--- config.mk ---
export PLATFORM = sky130hd
export DESIGN_NAME = uart_tx_stream
export DESIGN_NICKNAME = d
export VERILOG_FILES = /design/src/rtl/uart_tx_stream_pkg.sv /design/src/rtl/uart_tx_stream_sync_fifo.sv /design/src/rtl/uart_tx_stream.sv
export SDC_FILE = /design/constraint.sdc
export NUM_CORES = 1
export LEC_CHECK = 0
export ABC_AREA = 1
export CORE_MARGIN = 3
export CORE_UTILIZATION = 30
export DETAILED_ROUTE_END_ITERATION = 10
export SLEW_MARGIN = 5
export SYNTH_ARGS = -nofsm -noshare
export SYNTH_HDL_FRONTEND = slang
export SYNTH_HIERARCHICAL = 1
export SYNTH_SLANG_ARGS = --single-unit
--- constraint.sdc ---
create_clock -name src_clk -period 3.82 [get_ports src_clk]
set_clock_uncertainty 0.05 [all_clocks]
set_input_delay 0.764 -clock src_clk [delete_from_list [all_inputs] [get_ports src_clk]]
set_output_delay 0.764 -clock src_clk [all_outputs]
set_load 0.1 [all_outputs]
--- src/rtl/uart_tx_stream_pkg.sv ---
// Shared constants for the buffered 8N1 UART transmitter: default baud divisors,
// baud-select encodings and the transmit FSM state type.
package uart_tx_stream_pkg;

    // src_clk cycles per bit at 50 MHz
    localparam int DIV_9600   = 5208;
    localparam int DIV_19200  = 2604;
    localparam int DIV_57600  = 868;
    localparam int DIV_115200 = 434;

    localparam logic [1:0] BAUD_SEL_9600   = 2'b00;
    localparam logic [1:0] BAUD_SEL_19200  = 2'b01;
    localparam logic [1:0] BAUD_SEL_57600  = 2'b10;
    localparam logic [1:0] BAUD_SEL_115200 = 2'b11;

    typedef enum logic [1:0] {
        TX_IDLE  = 2'd0,
        TX_START = 2'd1,
        TX_DATA  = 2'd2,
        TX_STOP  = 2'd3
    } tx_state_t;

endpackage

--- src/rtl/uart_tx_stream_sync_fifo.sv ---
// Synchronous FIFO with registered storage and first-word fall-through read data.
// A written word becomes readable one cycle after its write edge.
module uart_tx_stream_sync_fifo #(
    parameter int WIDTH = 8,
    parameter int DEPTH = 16
) (
    input  logic                     clk,
    input  logic                     rst_n,
    input  logic                     wr_en,
    input  logic [WIDTH-1:0]         wr_data,
    input  logic                     rd_en,
    output logic [WIDTH-1:0]         rd_data,
    output logic                     full,
    output logic                     empty,
    output logic [$clog2(DEPTH):0]   level
);

    localparam int AW = $clog2(DEPTH);

    logic [WIDTH-1:0] mem [DEPTH];
    logic [AW:0]      wr_ptr;
    logic [AW:0]      rd_ptr;
    logic [AW:0]      vis_ptr;
    logic             push;
    logic             pop;

    assign level   = wr_ptr - rd_ptr;
    assign full    = (level == (AW+1)'(DEPTH));
    // The read side sees a lagged copy of the write pointer, so a fresh word
    // is only offered once it has settled in the memory.
    assign empty   = (vis_ptr == rd_ptr);
    assign push    = wr_en && !full;
    assign pop     = rd_en && !empty;
    assign rd_data = mem[rd_ptr[AW-1:0]];

    always_ff @(posedge clk) begin
        if (!rst_n) begin
            wr_ptr  <= '0;
            rd_ptr  <= '0;
            vis_ptr <= '0;
        end else begin
            if (push) wr_ptr <= wr_ptr + 1'b1;
            if (pop)  rd_ptr <= rd_ptr + 1'b1;
            vis_ptr <= wr_ptr;
        end
    end

    always_ff @(posedge clk) begin
        if (push) mem[wr_ptr[AW-1:0]] <= wr_data;
    end

endmodule

--- src/rtl/uart_tx_stream.sv ---
// Buffered 8N1 UART transmitter: bytes queue in a FIFO and are sent LSB-first
// at a baud rate latched from baud_sel at the start of every frame.
module uart_tx_stream
    import uart_tx_stream_pkg::*;
#(
    parameter int DIV0       = DIV_9600,
    parameter int DIV1       = DIV_19200,
    parameter int DIV2       = DIV_57600,
    parameter int DIV3       = DIV_115200,
    parameter int FIFO_DEPTH = 16,
    parameter int CNT_W      = 13
) (
    input  logic                          src_clk,
    input  logic                          rst_n,
    input  logic                          en,
    input  logic [1:0]                    baud_sel,
    input  logic                          wr_en,
    input  logic [7:0]                    wr_data,
    output logic                          full,
    output logic [$clog2(FIFO_DEPTH):0]   level,
    output logic                          overflow,
    output logic                          busy,
    output logic                          tx
);

    tx_state_t        state, state_nx;
    logic [CNT_W-1:0] baud_cnt, cnt_nx;
    logic [2:0]       bit_idx, idx_nx;
    logic [7:0]       shift_reg, shift_nx;
    logic [1:0]       sel_r, sel_nx;
    logic             pop;
    logic             empty;
    logic [7:0]       head;
    logic             start_ok;

    uart_tx_stream_sync_fifo #(.WIDTH(8), .DEPTH(FIFO_DEPTH)) u_fifo (
        .clk     (src_clk),
        .rst_n   (rst_n),
        .wr_en   (wr_en),
        .wr_data (wr_data),
        .rd_en   (pop),
        .rd_data (head),
        .full    (full),
        .empty   (empty),
        .level   (level)
    );

    function automatic logic [CNT_W-1:0] div_m1(input logic [1:0] sel);
        case (sel)
            BAUD_SEL_9600:   return CNT_W'(DIV0 - 1);
            BAUD_SEL_19200:  return CNT_W'(DIV1 - 1);
            BAUD_SEL_57600:  return CNT_W'(DIV2 - 1);
            default:         return CNT_W'(DIV3 - 1);
        endcase
    endfunction

    assign start_ok = en && !empty;
    assign busy     = (state != TX_IDLE);

    always_ff @(posedge src_clk) begin
        if (!rst_n) begin
            state     <= TX_IDLE;
            baud_cnt  <= '0;
            bit_idx   <= '0;
            shift_reg <= '0;
            sel_r     <= '0;
            overflow  <= 1'b0;
        end else begin
            state     <= state_nx;
            baud_cnt  <= cnt_nx;
            bit_idx   <= idx_nx;
            shift_reg <= shift_nx;
            sel_r     <= sel_nx;
            if (wr_en && full) overflow <= 1'b1;
        end
    end

    always_comb begin
        state_nx = state;
        cnt_nx   = baud_cnt - CNT_W'(1);
        idx_nx   = bit_idx;
        shift_nx = shift_reg;
        sel_nx   = sel_r;
        pop      = 1'b0;
        tx       = 1'b1;
        case (state)
            TX_IDLE: begin
                cnt_nx = baud_cnt;
                if (start_ok) begin
                    pop      = 1'b1;
                    shift_nx = head;
                    sel_nx   = baud_sel;
                    cnt_nx   = div_m1(baud_sel);
                    state_nx = TX_START;
                end
            end
            TX_START: begin
                tx = 1'b0;
                if (baud_cnt == '0) begin
                    cnt_nx   = div_m1(sel_r);
                    idx_nx   = 3'd0;
                    state_nx = TX_DATA;
                end
            end
            TX_DATA: begin
                tx = shift_reg[0];
                if (baud_cnt == '0) begin
                    cnt_nx   = div_m1(sel_r);
                    shift_nx = {1'b0, shift_reg[7:1]};
                    idx_nx   = bit_idx + 3'd1;
                    if (bit_idx == 3'd7) state_nx = TX_STOP;
                end
            end
            TX_STOP: begin
                if (baud_cnt == '0) begin
                    // Chain straight into the next frame so there is no idle gap.
                    if (start_ok) begin
                        pop      = 1'b1;
                        shift_nx = head;
                        sel_nx   = baud_sel;
                        cnt_nx   = div_m1(baud_sel);
                        state_nx = TX_START;
                    end else begin
                        cnt_nx   = '0;
                        state_nx = TX_IDLE;
                    end
                end
            end
            default: state_nx = TX_IDLE;
        endcase
    end

endmodule
### Word-level counts from Yosys, hierarchy flattened

Memory sizes are Yosys's and may differ from the RTL's. A register that Yosys moved wholly into a read port is not among the register bits.
Index checks and enable logic that the tools add are counted.

* input port bits: 14
* memories kept: 1
* register bits: 44
* bits in writable memories: 128

* reductions and logical operators: 19
* multiplexer cells: 32
* eq/ne operators: 15
* add/subtract/negate cells: 5

Memory list
* u_fifo.mem: words 16, width 8, read ports 1, clocked after memory_dff 1, write ports 1, line uart_tx_stream_sync_fifo.sv:20 `logic [WIDTH-1:0] mem [DEPTH];`

Operator list (number)
* one-hot mux 13 bit (3 select lines): 3
* 2-to-1 mux 13 bit: 4
* 2-to-1 mux 8 bit: 3
* one-hot mux 8 bit (3 select lines): 1
* 2-to-1 mux 2 bit: 7
* logical NOT 13 bit: 1
* subtractor 13 x 1 -> 13 bit, second input constant: 1
* adder 5 x 1 -> 5 bit, second input constant: 2
* != test 2 bit, second input constant: 5
* == test 2 bit, second input constant: 4
* 2-to-1 mux 4 bit: 2
* one-hot mux 2 bit (4 select lines): 1
* == test 2 x 1 -> 1 bit, second input constant: 3
* logical NOT 2 bit: 3
* 2-to-1 mux 3 bit: 2
* one-hot mux 3 bit (2 select lines): 1
* AND reduction 3 bit: 2
* nonzero test 2 bit: 3
* == test 5 bit: 1
* == test 5 bit, second input constant: 1
* 2-to-1 mux 1 bit: 5
* AND reduction 5 bit: 1
* subtractor 5 bit: 1
* logical AND 1 bit: 4
* 8 further kinds: 10

### Longest topological paths before layout

* depth in word-level cells: 9
* depth in mapped cells: 15
* gate-level depth less buffers: 15

### By module

The synthesis kept the hierarchy.

By module, submodules not included
* uart_tx_stream_sync_fifo: seq. area each 4224.1 um^2, times used 1, cells an instance 511, area an instance 6092.1 um^2
* uart_tx_stream: seq. area each 580.6 um^2, times used 1, cells an instance 316, area an instance 2099.5 um^2

### Worst setup path before layout

OpenSTA, ideal clock, no wires.

* path type: flip-flop to flip-flop
* start: register u_fifo.wr_ptr[0]
* end: memory u_fifo.mem[11][0], enable pin
* cell stages (with the launch flop): 11
* data required time: 3.387 ns
* arrival time: 4.164 ns
* setup time: 0.383 ns
* path slack: -0.778 ns
* buffers on the path: 1
* cells stage by stage: dfxtp_1 inv_1 ha_1 inv_1 fa_1 xor2_1 nor2_1 nand3_2 buf_6 inv_1 nor3_1

* cells in the longest elaborated chain, start to end: 6

Ends and longest elaborated chain
* start: declaration: line uart_tx_stream_sync_fifo.sv:21 `logic [AW:0] wr_ptr;`
* start signal: assignment: line uart_tx_stream_sync_fifo.sv:42 `if (push) wr_ptr <= wr_ptr + 1'b1;`
* subtractor 5 bit: line uart_tx_stream_sync_fifo.sv:27 `assign level = wr_ptr - rd_ptr;`
* net level[2]: line uart_tx_stream.sv:20 `output logic [$clog2(FIFO_DEPTH):0] level,`
* == test 5 bit: line uart_tx_stream_sync_fifo.sv:28 `assign full = (level == (AW+1)'(DEPTH));`
* net full: line uart_tx_stream.sv:19 `output logic full,`
* logical NOT 1 bit: line uart_tx_stream_sync_fifo.sv:32 `assign push = wr_en && !full;`
* logical AND 1 bit: line uart_tx_stream_sync_fifo.sv:32
* 2-to-1 mux 1 bit: line uart_tx_stream_sync_fifo.sv:49 `if (push) mem[wr_ptr[AW-1:0]] <= wr_data;`
* 2-to-1 mux 1 bit (implied by the code): line uart_tx_stream_sync_fifo.sv:49
* end: declaration: line uart_tx_stream_sync_fifo.sv:20

The timed path passes the listed nets, and every way through them passes these cells.

### Worst setup path in the final report

* start: register u_fifo.wr_ptr[0]
* end: output port full

* cells in the longest elaborated chain, start to end: 2

Ends and longest elaborated chain (line)
* subtractor 5 bit: uart_tx_stream_sync_fifo.sv:27
* == test 5 bit: uart_tx_stream_sync_fifo.sv:28
* end: declaration: uart_tx_stream.sv:19

Every way passes these cells.

==> out/qor.csv <==
stage,metric,value,unit
drt,finalWirelength,18.38,mm
synthesis,synthArstFlopShare,0,
drt,route.met3.wl,565,microns
synthesis,ys_seq_elements,176,
global_routing,grt_first_pass_wirelength,30.34,mm
sta,setup_viol,0,
clocking,clk_path_buf_depth,2,
drt,wl_met2,8.556,mm
synthesis,synth_edf_count,128,
floorplanning,start_util,0.3100,
floorplanning,core_region_area,26430,sq um
worst_setup_path,crit_type,register to output port,
floorplanning,num_rows,59,
synthesis,ys_top_cells_by_area,"edfxtp_1 47%, dfxtp_1 12%, nand2_1 5.6%",
place,port_buffers,22,
clocking,cts.reportedPaths.clkPinSlew,0.06,ns
drt,antenna_left,0,
floorplanning,dieArea,29320,sq um
synthesis,syn_avg_cell_area,9.905,sq um
finish,largest_register_ffs,128,
synthesis,syn_inst,827,
global_routing,antenna_found_initial,0,
clocking,clockRootBuffer,clkbuf_16,
finish,multiInputGateArea,2975,sq um
worst_setup_path,cp_max_fo,11,
worst_setup_path,required,3.01,ns
drt,route.top_layer_used,met4,
place,postPlaceCellArea,8822,sq um
finish,final_cell_mix,"128 x edfxtp_1, 122 x nand2_1, 103 x nor2_1",
finish,layout_commonest_cell,edfxtp_1,
clocking,h-tree-depth,4,
sta,hold_violations,0,
place,dp_hpwl,11.98,mm
place,gp_congestion,0.8211,
synthesis,ys_seq_area_frac,0.5865,
finish,fillers,2659,
drt,vias,5911,
hold_path,whs_path_depth,2,
finish,final-seq-area,4806,sq um
worst_setup_path,end_kind,output port,
global_routing,track_usage,0.1300,
synthesis,syn-num-nets,869,
drt,wl_met1,9.066,mm
worst_setup_path,r2r_cells,12,
power,ir_drop,0.2619,mV
synthesis,ys.flop_type,edfxtp_1,
floorplanning,chipHeight,171.2,microns
synthesis,yosysUniqueCellTypes,39,
sta,slew_viol_final,0,
clocking,clkSinkCount,176,
floorplanning,pin_count,23,
power,power_density,590.0,nW/um^2
synthesis,syn_area,8192,sq um
floorplanning,die_x,171.2,microns
global_routing,grt_max_degree,65,
finish,finalInstanceArea,9375,sq um
drt,wl_per_cell,15.34,microns
sta,fmax,280.5,MHz
finish,area_delta_synth_final,14.45,%
clocking,numCtsBuffers,17,
sta,rsz0062_at_grt,false,
drt,viasPerCell,4.934,
power,leakagePower,3.504,nW
clocking,clock_latency,0.43,ns
hold_path,hold_path.class,register to register,
global_routing,grt_pass1_vias,5623,
clocking,cts_resized,0,
synthesis,synth_top_cell_area_share,0.4692,
sta,period_minus_slack,3.565,ns
worst_setup_path,start_kind,register,
synthesis,yosysWarningCount,6,
clocking,cts_tree,done,
sta,slew_headroom,0.3473,
clocking,cts_hold_buf,0,
sta,fin_crit_sh,0.9333,
power,power,5.531,mW
synthesis,yosys.area.top_type,edfxtp_1,
worst_setup_path,critical_path_arrival,2.75,ns
drt,detail_route.iter0.violations,468,
sta,worst_slew_pin_slew,0.9759,ns
run,max-cap-violations,0,
clocking,post-cts-setup-buffer-count,0,
global_routing,grt_overflow,0,
finish,antenna_cells,0,
status,outcome,completed,
finish,finalNetCount,894,
drt,first_pass_iters,4,
finish,layout-drive-gt1-share,0.09502,
drt,drc_errors,0,
[cell type report]
class                      instances  area share
tap                              335     0.04471
clock buffer                      18     0.04578
clock inverter                    12     0.01321
sequential                       176      0.5126
multi-input combinational        547      0.3174
inverter                          67     0.02683
timing repair buffer              43     0.03950
[final timing paths]
check                           startpoint                           to  slack, ns
max reg2reg  u_fifo/wr_ptr[0]$_SDFFE_PN0P_  u_fifo/mem[14][1]$_DFFE_PP_       1.04
min reg2reg      shift_reg[1]$_SDFFE_PN0P_    shift_reg[1]$_SDFFE_PN0P_       0.41
min              shift_reg[1]$_SDFFE_PN0P_    shift_reg[1]$_SDFFE_PN0P_       0.41
max          u_fifo/wr_ptr[0]$_SDFFE_PN0P_                         full       0.25
[power by group]
group,total [mW],leakage (nW),switching (mW),internal [mW]
Clock,1.66,0.271,0.753,0.910
Combinational,1.59,1.69,1.09,0.500
Sequential,2.28,1.55,0.108,2.17
[metal layers]
layer	up-vias	global-route usage
li1	2928	-
met3	12	0.02459
met2	102	0.2102
met5	-	0
met1	2869	0.1790
met4	0	0.03779
[metrics by stage]
step	utilization	hold slack, ns	setup TNS, ns	cells	setup WS, ns
floorplan	-	0.3789	-3.181	827	-0.1325
global placement	0.3338	0.3962	0	1168	0.6771
detailed placement	0.3338	0.3983	0	1168	0.6653
CTS	0.3547	0.4108	0	1198	0.2036
global route	0.3547	0.4229	0	1198	0.01569
finish	0.3547	0.4092	0	1198	0.2546
[critical path, stage by stage, from the launching register on]
cell	delay [ns]
dfxtp_1	0.41
inv_1	0.12
ha_1	0.20
inv_1	0.09
fa_1	0.41
or2_1	0.24
nor2_1	0.13
nand3_2	0.24
inv_1	0.27
buf_12	0.21
[cells by family (layout without fill, tap and decap cells)]
group                    count (synthesis)  after routing  share of synthesized area
AND/OR/NAND/NOR                        324            324                     0.1723
XOR/XNOR                                16             16                    0.01711
adder cells (fa/ha/maj)                 28             28                    0.04368
buffers and inverters                  104            140                    0.05254
flip-flops                             176            176                     0.5865
AO/OA/AOI/OAI                          179            179                     0.1278
[synthesized netlist by cell type, types with 2 or more instances]
library cell,number
a211oi_1,2
a21oi_1,42
buf_2,11
buf_6,3
clkbuf_1,22
dfxtp_1,48
edfxtp_1,128
ha_1,27
inv_1,64
inv_2,3
nand2_1,122
nand2_2,8
nand3_1,59
nand4_1,2
nor2_1,103
nor2_2,2
nor2_4,3
nor3_1,16
o211ai_1,7
o21ai_0,91
o221ai_1,27
o22ai_1,5
or2_1,2
xnor2_1,6
xor2_1,10
Note: power is estimated with default switching activity, not from simulation.
